File: config.mk
export PLATFORM = sky130hd
export DESIGN_NAME = vend_sequencer
export DESIGN_NICKNAME = d
export VERILOG_FILES = /design/src/rtl/vend_sequencer.sv
export SDC_FILE = /design/constraint.sdc
export NUM_CORES = 1
export LEC_CHECK = 0
export CAP_MARGIN = 10
export CORE_MARGIN = 1.5
export CORE_UTILIZATION = 50
export CTS_CLUSTER_SIZE = 28
export DETAILED_ROUTE_END_ITERATION = 10
export PLACE_DENSITY = 0.77
export SYNTH_ARGS = -nofsm -noshare
export SYNTH_HDL_FRONTEND = slang
export SYNTH_SLANG_ARGS = --single-unit
File: constraint.sdc
create_clock -name clk_i -period 2.9 [get_ports clk_i]
set_clock_uncertainty 0.15 [all_clocks]
set_input_delay 0.435 -clock clk_i [delete_from_list [all_inputs] [get_ports clk_i]]
set_output_delay 0.435 -clock clk_i [all_outputs]
set_load 0.005 [all_outputs]
File: src/rtl/vend_sequencer.sv
// Front-end sequencer for the vending_machine core: queues coin events, issues them to the
// core one at a time, then drives the soda dispenser and nickel payout handshakes.
module vend_sequencer #(
    parameter int unsigned FIFO_DEPTH = 4,
    parameter int unsigned CNT_W      = 16
) (
    input  logic             clk_i,
    input  logic             rst_i,
    input  logic             coin_valid_i,
    input  logic [1:0]       coin_type_i,
    output logic             coin_ready_o,
    output logic             nickel_o,
    output logic             dime_o,
    output logic             quarter_o,
    input  logic             soda_i,
    input  logic [2:0]       change_i,
    output logic             vend_req_o,
    input  logic             vend_ack_i,
    output logic             chg_req_o,
    input  logic             chg_ack_i,
    output logic             busy_o,
    output logic [CNT_W-1:0] sales_o
);

    localparam int unsigned PtrW = (FIFO_DEPTH > 1) ? $clog2(FIFO_DEPTH) : 1;
    localparam logic [PtrW:0] DepthCnt = (PtrW + 1)'(FIFO_DEPTH);

    typedef enum logic [2:0] {
        StIdle,
        StIssue,
        StCheck,
        StVend,
        StChange
    } state_e;

    state_e            state_q;
    logic [1:0]        fifo_mem_q [FIFO_DEPTH];
    logic [PtrW-1:0]   wr_ptr_q;
    logic [PtrW-1:0]   rd_ptr_q;
    logic [PtrW:0]     count_q;
    logic [2:0]        chg_cnt_q;
    logic [CNT_W-1:0]  sales_q;
    logic              nickel_q;
    logic              dime_q;
    logic              quarter_q;
    logic              vend_req_q;
    logic              chg_req_q;

    logic              fifo_full;
    logic              fifo_empty;
    logic              push;
    logic              pop;
    logic [1:0]        head;
    logic [2:0]        chg_clamped;

    assign fifo_full   = (count_q == DepthCnt);
    assign fifo_empty  = (count_q == '0);
    assign head        = fifo_mem_q[rd_ptr_q];
    // Type 00 completes the handshake but is dropped.
    assign push        = coin_valid_i && !fifo_full && (coin_type_i != 2'b00);
    assign pop         = (state_q == StIssue);
    assign chg_clamped = (change_i > 3'd4) ? 3'd4 : change_i;

    // Storage needs no reset; occupancy is tracked by the pointers and count.
    always_ff @(posedge clk_i) begin
        if (push) begin
            fifo_mem_q[wr_ptr_q] <= coin_type_i;
        end
    end

    always_ff @(posedge clk_i or posedge rst_i) begin
        if (rst_i) begin
            wr_ptr_q <= '0;
            rd_ptr_q <= '0;
            count_q  <= '0;
        end else begin
            if (push) begin
                wr_ptr_q <= wr_ptr_q + 1'b1;
            end
            if (pop) begin
                rd_ptr_q <= rd_ptr_q + 1'b1;
            end
            case ({push, pop})
                2'b10:   count_q <= count_q + 1'b1;
                2'b01:   count_q <= count_q - 1'b1;
                default: count_q <= count_q;
            endcase
        end
    end

    always_ff @(posedge clk_i or posedge rst_i) begin
        if (rst_i) begin
            state_q    <= StIdle;
            chg_cnt_q  <= '0;
            sales_q    <= '0;
            nickel_q   <= 1'b0;
            dime_q     <= 1'b0;
            quarter_q  <= 1'b0;
            vend_req_q <= 1'b0;
            chg_req_q  <= 1'b0;
        end else begin
            nickel_q  <= 1'b0;
            dime_q    <= 1'b0;
            quarter_q <= 1'b0;
            case (state_q)
                StIdle: begin
                    if (!fifo_empty) begin
                        // Pulse is registered here so it is high for the whole ISSUE cycle.
                        nickel_q  <= (head == 2'b01);
                        dime_q    <= (head == 2'b10);
                        quarter_q <= (head == 2'b11);
                        state_q   <= StIssue;
                    end
                end
                StIssue: begin
                    state_q <= StCheck;
                end
                StCheck: begin
                    if (soda_i) begin
                        chg_cnt_q  <= chg_clamped;
                        vend_req_q <= 1'b1;
                        state_q    <= StVend;
                    end else begin
                        state_q <= StIdle;
                    end
                end
                StVend: begin
                    if (vend_ack_i) begin
                        vend_req_q <= 1'b0;
                        if (sales_q != '1) begin
                            sales_q <= sales_q + 1'b1;
                        end
                        if (chg_cnt_q != 3'd0) begin
                            chg_req_q <= 1'b1;
                            state_q   <= StChange;
                        end else begin
                            state_q <= StIdle;
                        end
                    end
                end
                StChange: begin
                    if (chg_ack_i) begin
                        chg_cnt_q <= chg_cnt_q - 1'b1;
                        if (chg_cnt_q == 3'd1) begin
                            chg_req_q <= 1'b0;
                            state_q   <= StIdle;
                        end
                    end
                end
                default: begin
                    state_q <= StIdle;
                end
            endcase
        end
    end

    assign coin_ready_o = !fifo_full;
    assign nickel_o     = nickel_q;
    assign dime_o       = dime_q;
    assign quarter_o    = quarter_q;
    assign vend_req_o   = vend_req_q;
    assign chg_req_o    = chg_req_q;
    assign busy_o       = (state_q != StIdle) || !fifo_empty;
    assign sales_o      = sales_q;

endmodule

==> qor.yml, run 1 <==
drt-total-wl_um: 3660
setup_viol: 0
p_leak_nw: 1.17
core_sq_um: 4030
area_delta_synth_final_pct: 22.2
drc: 0
min_period_ns: 2.42
drive_gt1_share_pct: 7.39
syn-cell-area_sq_um: 2120
fill_cells: 343
htreeDepth: 2
combPwrFrac_pct: 35.1
finalNetCount: 250
tightest_slew_ns: 0.567
dr.pass1.iters: 4
reg2reg_slack_ns: 0.48
seq_area_frac_synth_pct: 51.6
io_buffers: 33
whs_ns: 0.367
gp_congestion: 0.787
path_clk_slew_ns: 0.08
ctsResizeCount: 0
period_share_pct: 83.6
netSwitchingFraction_pct: 34.4
multiInputGateArea_sq_um: 963
r2r_end: "count_q[2]$_DFFE_PP0P_"
min_path_cells: 1
grt_pass1_vias: 1418
num_rows: 23
die_w_um: 68.1
start_util_pct: 52.5
syn_inst: 191
drt_iter0_drc: 94
numCtsBuffers: 5
max_cap_violations: 0
post_layout_nonfiller_instances: 280
avgViaCountPerCell: 5.35
synth-seq-cells: 42
hold_end: "sales_o[0]$_DFFE_PP0P_"
reg2reg_depth: 7
regArea_sq_um: 1090
intPower_mw: 1.31
outcome: "finished, final reports clean"
pwr-share-seq_pct: 46.9
max_slew_margin_pct: 62.0
fmax_mhz: 413
synth_cell_type_count: 36
die_y_um: 68.1
overflow: 0
dp_cells: 272
p_sw_uw: 685
num_vias: 1497
syn_avg_cell_area_sq_um: 11.1
ys_warn_count: 0
end_kind: "flop"
die_area_sq_um: 4630
critPathMaxFanout: 11
grt_start_max_net_pins: 35
worstPathRequired_ns: 2.96
fin_total_pwr_mw: 1.99
cts-root-buf: "clkbuf_8"
r2r_start: "state_q[0]$_DFFE_PP0P_"
dpl.hpwl_um: 2660
cts_tree: "yes"
start_kind: "flop"
ant_nets: 0
syn_nets: 212
antennaDiodeCount: 0
wl_per_cell_um: 13.1
hold_path_class: "flop to flop"
ir_worst_vdd_mv: 0.492
clock_latency_ns: 0.29
crit_type: "flop to flop"
clock_sink_count: 42
min-delay-start: "sales_o[0]$_DFFE_PP0P_"
postCtsSetupBuffers: 0
cts.path.max_buffers: 2
rsz0062_at_grt: "false"
cts_hold_buf: 0
drv_slew: 0
arrival_ns: 2.49
p_clk_share_pct: 18.0
hold_viol: 0
ioPinCount: 34
fin_setup_tns_ns: 0
antenna_found_initial: 0
grt_pass1_wl_um: 6350
powerDensity_nw_per_um2: 772
grt_use_total_pct: 18.7
==> flip-flops by register name, summed over array words and instances (netlist names) <==
name and cells:
count_q 3, nickel_o 1, rd_ptr_q 2, vend_req_o 1
fifo_mem_q 8, sales_o 16, dime_o 1, chg_cnt_q 3
chg_req_o 1, quarter_o 1, wr_ptr_q 2, state_q 3
==> routing by layer <==
| metal | up-vias | wire length [um] | global-route usage [%] |
|---|---|---|---|
| met5 | - | 0 | 0 |
| met1 | 715 | 1800 | 24.8 |
| met2 | 36 | 1660 | 29.0 |
| li1 | 740 | - | - |
| met4 | 0 | 69 | 8.25 |
| met3 | 6 | 137 | 4.93 |
==> cell families after synthesis <==
kind of cell	count (synthesis)	share of synthesized area [%]
muxes	3	2.84
DFF	42	51.6
xor gates and xnor gates	20	8.28
AOI/OAI and AO/OA	23	5.97
adders and majority gates	10	6.27
and+or+nand+nor	78	22.2
buffers and inverters	15	2.90
==> synth_stat cells <==
cell type	instances	share of area [%]
and3_1	3	0.89
nor2_1	9	1.6
nand4_1	4	1.2
nor2_2	1	0.30
o21ai_0	9	2.1
nor2b_1	4	1.2
nor3b_1	3	1.1
fa_1	1	0.95
xnor2_1	3	1.2
nand4_4	1	1.0
mux4_2	2	2.1
nand4b_4	1	1.1
nand2b_1	1	0.30
nand3_1	6	1.4
nor3b_2	1	0.59
o211ai_1	1	0.35
edfxtp_1	8	11
a32oi_1	1	0.41
nand2_1	17	3.0
buf_2	4	0.95
nand3b_1	3	1.1
a21oi_1	10	2.4
a22oi_1	1	0.35
a21boi_0	1	0.35
inv_1	11	2.0
nor4_4	1	1.0
and4b_1	1	0.47
nor4_1	5	1.5
or3_1	1	0.30
mux2_4	1	0.71
and3_2	1	0.35
ha_1	9	5.3
dfrtp_1	34	40
nor3_1	10	2.4
and2_1	5	1.5
xor2_1	17	7.0
==> worst max-delay path by stage <==
stage	from	end	cells after the start
CTS	state_q[0]$_DFFE_PP0P_	count_q[2]$_DFFE_PP0P_	7
finish	state_q[0]$_DFFE_PP0P_	count_q[2]$_DFFE_PP0P_	7
global route	state_q[0]$_DFFE_PP0P_	count_q[2]$_DFFE_PP0P_	7
detailed placement	coin_type_i[1]	count_q[2]$_DFFE_PP0P_	10
global placement	coin_type_i[0]	count_q[2]$_DFFE_PP0P_	10
floorplan	state_q[1]$_DFFE_PP0P_	count_q[2]$_DFFE_PP0P_	8
==> area by class of cell <==
cell class | count | share of cell area [%]
Clock buffer | 6 | 2.81
Clock inverter | 2 | 0.339
Inverter | 11 | 1.60
Multi-Input combinational cell | 134 | 37.3
Sequential cell | 42 | 42.2
Tap cell | 50 | 2.42
Timing Repair Buffer | 35 | 13.4
==> cell usage in the layout (no fill, tap or decap), types with 2 or more instances in the layout <==
cell type / Yosys / routed
and2_1: 5 / 5
nor2_1: 9 / 9
nor3b_1: 3 / 3
o21ai_0: 9 / 9
clkbuf_8: 0 / 5
nand3_1: 6 / 6
dfrtp_1: 34 / 34
nor4_1: 5 / 5
mux4_2: 2 / 2
ha_1: 9 / 9
nand4_1: 4 / 4
and3_1: 3 / 3
nand3b_1: 3 / 3
buf_4: 0 / 2
nor3_1: 10 / 10
inv_1: 11 / 11
edfxtp_1: 8 / 8
nand2_1: 17 / 17
clkdlybuf4s50_1: 0 / 33
xnor2_1: 3 / 3
nor2b_1: 4 / 4
xor2_1: 17 / 17
a21oi_1: 10 / 10
==> power by group through the flow <==
stage | combinational [mW] | clock, mW | sequential (mW)
finish | 0.700 | 0.358 | 0.937
global route | 0.812 | 0.388 | 0.967
CTS | 0.711 | 0.370 | 0.938
detailed placement | 0.705 | 0 | 0.949
global placement | 0.682 | 0 | 0.944
floorplan | 0.518 | 0 | 0.887
==> stage by stage <==
stage	instance area, sq um	util (%)	worst slack [ns]
final	2580	64.2	0.476
after global routing	2580	64.2	0.278
after CTS	2580	64.2	0.464
after detailed placement	2500	62.1	0.400
after global placement	2500	62.1	0.464
after floorplan	2120	-	0.728
==> worst max-delay path, stage by stage, from the launching register on <==
cell	delay (ns)
dfrtp_1	0.56
nor3b_1	0.50
ha_1	0.28
inv_1	0.06
fa_1	0.37
xor2_1	0.15
nor2_1	0.11
xor2_1	0.16
Power figures use the tool's default switching activity.
==> inputs of run 2 (changes only) <==
--- a/config.mk
+++ b/config.mk
@@ -7,10 +7,10 @@
 export LEC_CHECK = 0
 export CAP_MARGIN = 10
 export CORE_MARGIN = 1.5
-export CORE_UTILIZATION = 50
+export CORE_UTILIZATION = 48
 export CTS_CLUSTER_SIZE = 28
 export DETAILED_ROUTE_END_ITERATION = 10
-export PLACE_DENSITY = 0.77
+export PLACE_DENSITY = 0.78
 export SYNTH_ARGS = -nofsm -noshare
 export SYNTH_HDL_FRONTEND = slang
 export SYNTH_SLANG_ARGS = --single-unit
==> constraint.sdc (replaced) <==
create_clock -name clk_i -period 1.96 [get_ports clk_i]
set_clock_uncertainty 0.15 [all_clocks]
set_input_delay 0.294 -clock clk_i [delete_from_list [all_inputs] [get_ports clk_i]]
set_output_delay 0.294 -clock clk_i [all_outputs]
set_load 0.005 [all_outputs]
==> run 2 against run 1 <==
Non-clock buffer count grew 23. Power grew 63%. Critical path type unchanged. Flip-flop and latch count is the same. Worst setup slack lost 0.44 ns. Sequential share of layout area shrank 3.2 points. Highest routed layer unchanged. First-iteration DRC count shrank 1.1%. Largest cell class unchanged. Sequential power grew 42%.
==> qor.yml, run 2 (synthesized netlist as in run 1, its figures left out) <==
outcome: "finished, final reports clean"
min_period_ns: 1.93
drc: 0
tightest_slew_ns: 0.434
overflow: 0
drv_slew: 0
clock_sink_count: 42
num_rows: 23
numCtsBuffers: 5
num_vias: 1602
worstPathRequired_ns: 2.03
powerDensity_nw_per_um2: 1160
final_util_pct: 68.0
wl_per_cell_um: 13.0
grt_use_total_pct: 17.8
hold_path_class: "input pin to asynchronous set/reset pin"
cts-root-buf: "clkbuf_8"
fmax_mhz: 519
antennaDiodeCount: 0
rsz0062_at_grt: "true"
arrival_ns: 2.00
die_area_sq_um: 4810
cts_tree: "yes"
antenna_found_initial: 0
end_kind: "flop"
grt_pass1_vias: 1510
p_clk_share_pct: 16.5
die_w_um: 69.4
dr.pass1.iters: 6
grt_pass1_wl_um: 6780
largest_reg_flops: 16
p_leak_nw: 1.30
netSwitchingFraction_pct: 34.2
grt_start_max_net_pins: 35
final_common_cell: "dfrtp_1"
crit_type: "flop to flop"
setup_viol: 0
die_y_um: 69.4
hold_viol: 0
worst_slack_ns: 0.0326
path_clk_slew_ns: 0.08
core_sq_um: 4120
ant_nets: 0
ir_worst_vdd_mv: 0.747
final_cell_mix: "dfrtp_1, clkdlybuf4s50_1, buf_4, nand2_1, xor2_1"
critPathMaxFanout: 2
intPower_mw: 2.13
dpl.hpwl_um: 2940
htreeDepth: 2
finalNetCount: 273
pre_cts_ws_ns: -0.332
clock_latency_ns: 0.30
area_delta_synth_final_pct: 32.2
cts.path.max_buffers: 2
max_slew_margin_pct: 70.9
reg2reg_slack_ns: 0.03
p_sw_mw: 1.11
drt_iter0_drc: 93
avgViaCountPerCell: 5.29
drive_gt1_share_pct: 19.4
ioPinCount: 34
gp_congestion: 0.832
period_share_pct: 98.3
combPwrFrac_pct: 42.6
drt-total-wl_um: 3940
cts_hold_buf: 0
max_cap_violations: 0
fill_cells: 325
io_buffers: 33
pwr-share-seq_pct: 40.9
start_util_pct: 51.4
start_kind: "flop"
run 2: changes by cell type in the layout (fill, tap and decap cells not counted), sizes merged:
cell           change
buf               +23
dlygate4sd2        +3
dlymetal6s2s       +1
clkdlybuf4s50      -4
run 2: final timing paths:
check                                             start                    endpoint  cells after the start
worst max-delay path             state_q[2]$_DFFE_PP0P_      count_q[2]$_DFFE_PP0P_                      7
worst min-delay path                              rst_i          nickel_o$_DFF_PP0_                      3
worst max register to register   state_q[2]$_DFFE_PP0P_      count_q[2]$_DFFE_PP0P_                      7
worst min register to register  sales_o[15]$_DFFE_PP0P_     sales_o[15]$_DFFE_PP0P_                      1
max in group asynchronous                         rst_i      sales_o[2]$_DFFE_PP0P_                      3
min in group clk_i                       coin_type_i[1]  fifo_mem_q[2][1]$_DFFE_PP_                      2
run 2: metal layers:
metal  up-vias  part of all wire [%]  GRT usage, %
li1        786                     -             -
met1       758                    44          22.8
met2        53                    49          28.4
met3         5                   5.8          5.38
met4         0                   1.2          6.97
met5         -                     0             0
run 2: per-stage QoR:
stage	std cells	setup TNS, ns	instance area [sq um]	hold slack [ns]	total power, mW
finish	303	0	2800	0.244	3.24
global route	303	-0.0674	2800	0.294	3.50
CTS	300	0	2770	0.250	3.24
detailed placement	290	-0.598	2660	0.350	2.63
global placement	290	-0.388	2660	0.343	2.57
floorplan	191	0	2140	0.243	2.12
run 2: cell type report:
cell class	count	area (sq um)	area share (%)
clock buffers	6	72.6	2.60
clock inverters	2	10.0	0.358
inverters	11	41.3	1.48
multi-input cells	134	1000	35.8
flip-flops and latches	42	1090	39.0
well taps	50	62.6	2.24
repair buffers	58	517	18.5
run 2: what timing repair did:
action	4_1_cts	5_1_grt
gates resized for setup	9	2
setup buffers	4	3
endpoints found under the setup margin	2	4
pin swaps	7	8
run 2: power groups by stage:
| stage | combinational [mW] | clock (mW) | sequential (mW) |
|---|---|---|---|
| 6_report | 1.38 | 0.534 | 1.33 |
| 4_1_cts | 1.36 | 0.548 | 1.33 |
| 3_3_place_gp | 1.24 | 0 | 1.33 |
| 3_5_place_dp | 1.30 | 0 | 1.34 |
| 2_1_floorplan | 0.808 | 0 | 1.32 |
| 5_1_grt | 1.54 | 0.598 | 1.36 |
run 2: critical path, cell delays in order, from the launching register on:
cell,delay (ns)
dfrtp_1,0.42
nor3b_4,0.25
ha_2,0.23
inv_2,0.04
fa_2,0.33
xor2_1,0.15
nor2_1,0.13
xor2_1,0.16
==> RTL edit 1 (settings of run 1) <==
Re-encode `state_e` (5 states) as one-hot, 5 bits wide.
--- a/src/rtl/vend_sequencer.sv
+++ b/src/rtl/vend_sequencer.sv
@@ -25,12 +25,12 @@
     localparam int unsigned PtrW = (FIFO_DEPTH > 1) ? $clog2(FIFO_DEPTH) : 1;
     localparam logic [PtrW:0] DepthCnt = (PtrW + 1)'(FIFO_DEPTH);
 
-    typedef enum logic [2:0] {
-        StIdle,
-        StIssue,
-        StCheck,
-        StVend,
-        StChange
+    typedef enum logic [4:0] {
+        StIdle   = 5'b00001,
+        StIssue  = 5'b00010,
+        StCheck  = 5'b00100,
+        StVend   = 5'b01000,
+        StChange = 5'b10000
     } state_e;
 
     state_e            state_q;
Formal check against the unedited RTL: no difference found for any inputs over 10 cycles, from zero or initial values and one cycle with rst_i high; not proved beyond that.
==> RTL edit 1 against run 1 <==
  * Sequential cell count up 2
  * Setup slack gained 100 ps
  * Cell area grew 5.5%
  * Area after synthesis increased by 5.6%
  * Cell count increased by 5.7%
  * Global-route usage is 0.48 points lower
  * Clock power rose by 9.8%
  * Maximum frequency grew 4.3%
  * Total power decreased by 4.2%
  * Core utilization shrank 1.1 points
  * Register-to-register slack better by 140 ps
  * Routed wire length increased by 8.4%
  * Critical path type is now register to primary output
  * Critical endpoint is now busy_o
==> RTL edit 1: results (changes against run 1) <==
- Status: finished, final reports clean
- Worst r2r src: state_q[1]$_DFFE_PP0P_
- Synth top cells by count: dfrtp_1, nand2_1, inv_1, nor2_1, xor2_1
- Post-synth EDFFs: 8 (unchanged)
- Hold path start: sales_o[12]$_DFFE_PP0P_
- R2R depth: 4 (-3)
- Routed len/inst: 13.40 µm (+2.5%)
- PostCTS Resize Cnt: 0 (unchanged)
- Worst-Skew Late Latency: 310 ps (+20 ps)
- Post-DP HPWL: 2885 µm (+8.7%)
- Initial detailed-routing violation count: 92 (-2.1%)
- Leak: 1.178 nW (+0.60%)
- Largest net degree at the start of global routing: 37 (+5.7%)
- Hold Path Depth: 1 (unchanged)
- Layout Nets: 264 (+5.6%)
- Unique masters post-synth: 43 (+19%)
- Clk pin slew, worst setup/hold paths: 80 ps (about the same)
- Placed instance area: 0.002635 mm² (+5.2%)
- Total track usage: 18.27% (-0.48 points)
- Arrival time worst endpoint: 1740 ps (-750 ps)
- Register area share after synthesis: 51.12% (-0.45 points)
- Largest register FFs: 16 (unchanged)
- Fraction of layout cells with a size suffix above 1: 8.607% (+1.2 points)
- Final setup violating endpoints: 0 (unchanged)
- Vias in the first global route: 1549 (+9.2%)
- Final-layout fill cell count: 378 (+10%)
- Area contributors post-synth: dfrtp_1, edfxtp_1, xor2_1, ha_1, nand2_1
- VDD IR max: 0.0004382 V (-11%)
- Worst rel slew slack: 49.79% (-12 points)
- Global-route wire length before repair: 7003 µm (+10%)
- Worst Setup SP: state_q[0]$_DFFE_PP1P_
- CP Max Fanout: 8 (-3)
- Async S/R FF share, synth: 81.82% (+0.87 points)
- Post-CTS setup repair buffer count: 0 (unchanged)
- Via count: 1627 (+8.7%)
- Syn_nets: 224 (+5.7%)
- Placer's final routability congestion estimate: 0.7950 (+1.0%)
## RTL edit 1: layout make-up
type                    count  share of cell area [%]
clock inverters             3                  0.8716
clock buffers               5                   2.523
multi-input cells         142                   37.34
repair buffers             37                   13.21
inverters                  13                   1.789
flip-flops and latches     44                   41.88
well taps                  52                   2.385
## RTL edit 1: kinds of logic (layout without fill, tap and decap cells)
| logic type | Yosys count | after routing | share of synthesized area [%] |
|---|---|---|---|
| xor gates and xnor gates | 18 | 18 | 7.055 |
| DFF | 44 | 44 | 51.12 |
| and+or+nand+nor | 85 | 85 | 22.00 |
| adders and majority gates | 10 | 10 | 5.935 |
| buffers and inverters | 17 | 58 | 3.303 |
| muxes | 7 | 7 | 4.479 |
| AOI/OAI and AO/OA | 22 | 22 | 6.103 |
## RTL edit 1: routing by layer
metal	vias to the layer above	global-route usage [%]	share of wire, %
met1	767	24.54	48
met4	0	8.120	2.1
li1	807	-	-
met2	46	27.94	46
met5	-	0	0
met3	7	4.906	4.7
## RTL edit 1: report_power, final
group          total (mW)  switching [mW]  leakage [nW]  internal [mW]
clock               0.393           0.223        0.0404          0.170
sequential          0.914           0.141         0.542          0.774
combinational       0.603           0.282         0.595          0.321
## RTL edit 1: final timing paths
| kind | endpoint | slack, ps |
|---|---|---|
| min in group asynchronous | sales_o[11]$_DFFE_PP0P_ | 370 |
| max in group asynchronous | state_q[0]$_DFFE_PP1P_ | 1890 |
| setup reg to reg | sales_o[15]$_DFFE_PP0P_ | 620 |
| setup / recovery | busy_o | 580 |
| hold reg to reg | sales_o[12]$_DFFE_PP0P_ | 360 |
| hold / removal | sales_o[12]$_DFFE_PP0P_ | 360 |
## RTL edit 1: critical path: stages (launching register included)
cell and delay (ps):
dfstp_2 610, nand2b_1 100, nor4_1 170, nand2_1 90
clkdlybuf4s50_1 460
## RTL edit 1: per-stage QoR
step | setup slack [ps] | instances | utilization (%)
3_5_place_dp | 409.5 | 288 | 60.94
2_1_floorplan | 691.9 | 203 | -
6_report | 576.7 | 296 | 63.08
4_1_cts | 557.9 | 296 | 63.08
5_1_grt | 458.0 | 296 | 63.08
3_3_place_gp | 461.7 | 288 | 60.94
==> RTL edit 2 (settings of run 1) <==
Made on the original files. The parameter `FIFO_DEPTH` goes from 4 to 16.
--- a/src/rtl/vend_sequencer.sv
+++ b/src/rtl/vend_sequencer.sv
@@ -1,7 +1,7 @@
 // Front-end sequencer for the vending_machine core: queues coin events, issues them to the
 // core one at a time, then drives the soda dispenser and nickel payout handshakes.
 module vend_sequencer #(
-    parameter int unsigned FIFO_DEPTH = 4,
+    parameter int unsigned FIFO_DEPTH = 16,
     parameter int unsigned CNT_W      = 16
 ) (
     input  logic             clk_i,
Function: changed (a bounded check fails within 10 cycles, from zero or initial values and one cycle with rst_i high).
==> RTL edit 2 against run 1 <==
  * Sequential cell count is 30 higher
  * Register-to-register slack lost 310 ps
  * Area after synthesis grew 70%
  * Routed wire length is 77% higher
  * Total power is 86% higher
  * Setup slack worse by 340 ps
  * Cell area grew 65%
  * Largest power group unchanged
  * Sequential power up 66%
==> RTL edit 2: results (changes against run 1) <==
- Status: finished, final reports clean
- Register area share after synthesis: 54.65% (+3.1 points)
- Placer's final routability congestion estimate: 0.8160 (+3.7%)
- Root buffer cell: clkbuf_8
- Area contributors post-synth: dfrtp_1, edfxtp_1, mux4_1, ha_1, xor2_1
- PostCTS Resize Cnt: 0 (unchanged)
- Fraction of layout cells with a size suffix above 1: 10.95% (+3.6 points)
- Post-CTS setup repair buffer count: 0 (unchanged)
- Avg Vias per Cell: 5.541 (+3.6%)
- Final WL: 6488 µm (+77%)
- Post-synth EDFFs: 32 (+24)
- Syn_nets: 317 (+50%)
- I/O Buffers: 33 (unchanged)
- VDD IR max: 0.0004402 V (-11%)
- CP Max Fanout: 8 (-3)
- Final-layout fill cell count: 545 (+59%)
- Number of non-filler instances in the completed layout: 434 (+55%)
- Leak: 1.744 nW (+49%)
- CTS Buf Count: 9 (+4)
- Switching Share: 33.11% (-1.2 points)
- Largest Register: fifo_mem_q
- Clk pin slew, worst setup/hold paths: around 70 ps
- Total track usage: 18.50% (-0.25 points)
- Drt pass-1 iters: 5 (+1)
- Post-Synthesis Cells: 293 (+53%)
- Largest register FFs: 32 (+16)
- Largest net degree at the start of global routing: 41 (+17%)
- Unique masters post-synth: 48 (+33%)
- Layout Nets: 357 (+43%)
- Syn. warnings: 0 (unchanged)
- Ys flop type: dfrtp_1
- Vias in the first global route: 2317 (+63%)
- Worst rel slew slack: 58.49% (-3.5 points)
- Initial detailed-routing violation count: 119 (+27%)
- Global-route wire length before repair: 10880 µm (+71%)
- Initial antenna violation count: 0 (unchanged)
- Worst hold path class: register to register
- Arrival time worst endpoint: 2180 ps (-310 ps)
- Post-placement cell count: 418 (+54%)
- Worst-Skew Late Latency: 340 ps (+50 ps)
- Async S/R FF share, synth: 55.56% (-25 points)
- Post-DP HPWL: 4576 µm (+72%)
- ANT cells: 0 (unchanged)
- CTS Buffer Depth: 2 (unchanged)
- Synth top cells by count: dfrtp_1, edfxtp_1, xor2_1, inv_1, nand2_1
- H-tree levels: 3 (+1)
-- RTL edit 2: power by group through the flow --
| stage | Clock, mW | Combinational [mW] | Sequential, mW |
|---|---|---|---|
| after global placement | 0 | 1.25 | 1.57 |
| after CTS | 0.858 | 1.31 | 1.56 |
| after floorplan | 0 | 1.03 | 1.45 |
| after detailed placement | 0 | 1.30 | 1.58 |
| final | 0.848 | 1.30 | 1.56 |
| after global routing | 0.900 | 1.48 | 1.60 |
-- RTL edit 2: layout make-up --
| cell class | instances | area (µm²) | area share, % |
|---|---|---|---|
| Sequential cell | 72 | 1962 | 45.90 |
| Multi-Input combinational cell | 190 | 1496 | 35.01 |
| Timing Repair Buffer | 45 | 420.4 | 9.836 |
| Clock buffer | 14 | 183.9 | 4.303 |
| Tap cell | 96 | 120.1 | 2.810 |
| Inverter | 15 | 56.30 | 1.317 |
| Clock inverter | 2 | 35.03 | 0.8197 |
-- RTL edit 2: metrics by stage --
stage / hold slack (ps) / area (µm²) / worst slack [ps] / utilization [%]
after floorplan: 309.5 / 3590 / 59.47 / -
after global placement: 325.4 / 4055 / 131.3 / 59.03
after detailed placement: 331.0 / 4055 / 81.07 / 59.03
after CTS: 341.5 / 4274 / 135.8 / 62.22
after global routing: 351.6 / 4274 / 21.95 / 62.22
final: 335.4 / 4274 / 137.5 / 62.22
-- RTL edit 2: logic make-up (layout without fill, tap and decap cells) --
group | count (synthesis) | count (layout) | share of synthesized area [%]
AND/OR/NAND/NOR | 90 | 90 | 14.50
flip-flops | 72 | 72 | 54.65
AO/OA/AOI/OAI | 46 | 46 | 8.261
buffers and inverters | 31 | 76 | 3.659
XOR/XNOR | 26 | 26 | 6.344
multiplexers | 15 | 15 | 8.052
adder cells (fa/ha/maj) | 13 | 13 | 4.531
-- RTL edit 2: final timing paths --
kind / start / end / slack, ps / depth (start not counted)
setup / recovery: count_q[2]$_DFFE_PP0P_ / busy_o / 140 / 5
hold / removal: sales_o[13]$_DFFE_PP0P_ / sales_o[13]$_DFFE_PP0P_ / 340 / 1
setup reg to reg: count_q[1]$_DFFE_PP0P_ / count_q[4]$_DFFE_PP0P_ / 170 / 10
hold reg to reg: sales_o[13]$_DFFE_PP0P_ / sales_o[13]$_DFFE_PP0P_ / 340 / 1
max in group asynchronous: rst_i / count_q[0]$_DFFE_PP0P_ / 1870 / 3
min in group asynchronous: rst_i / sales_o[14]$_DFFE_PP0P_ / 380 / 3
-- RTL edit 2: layer usage --
layer	wire length [µm]	track usage, %	vias up
met2	3164	29.22	76
met4	50	6.061	0
met1	2973	25.54	1160
li1	-	-	1159
met5	0	0	-
met3	299	4.053	10
-- RTL edit 2: worst max-delay path: stages, from the launching register on --
cell and delay, ps:
dfrtp_1 390, buf_4 170, or4_1 540, nor2_1 200, nand2_1 70, clkdlybuf4s50_1 470
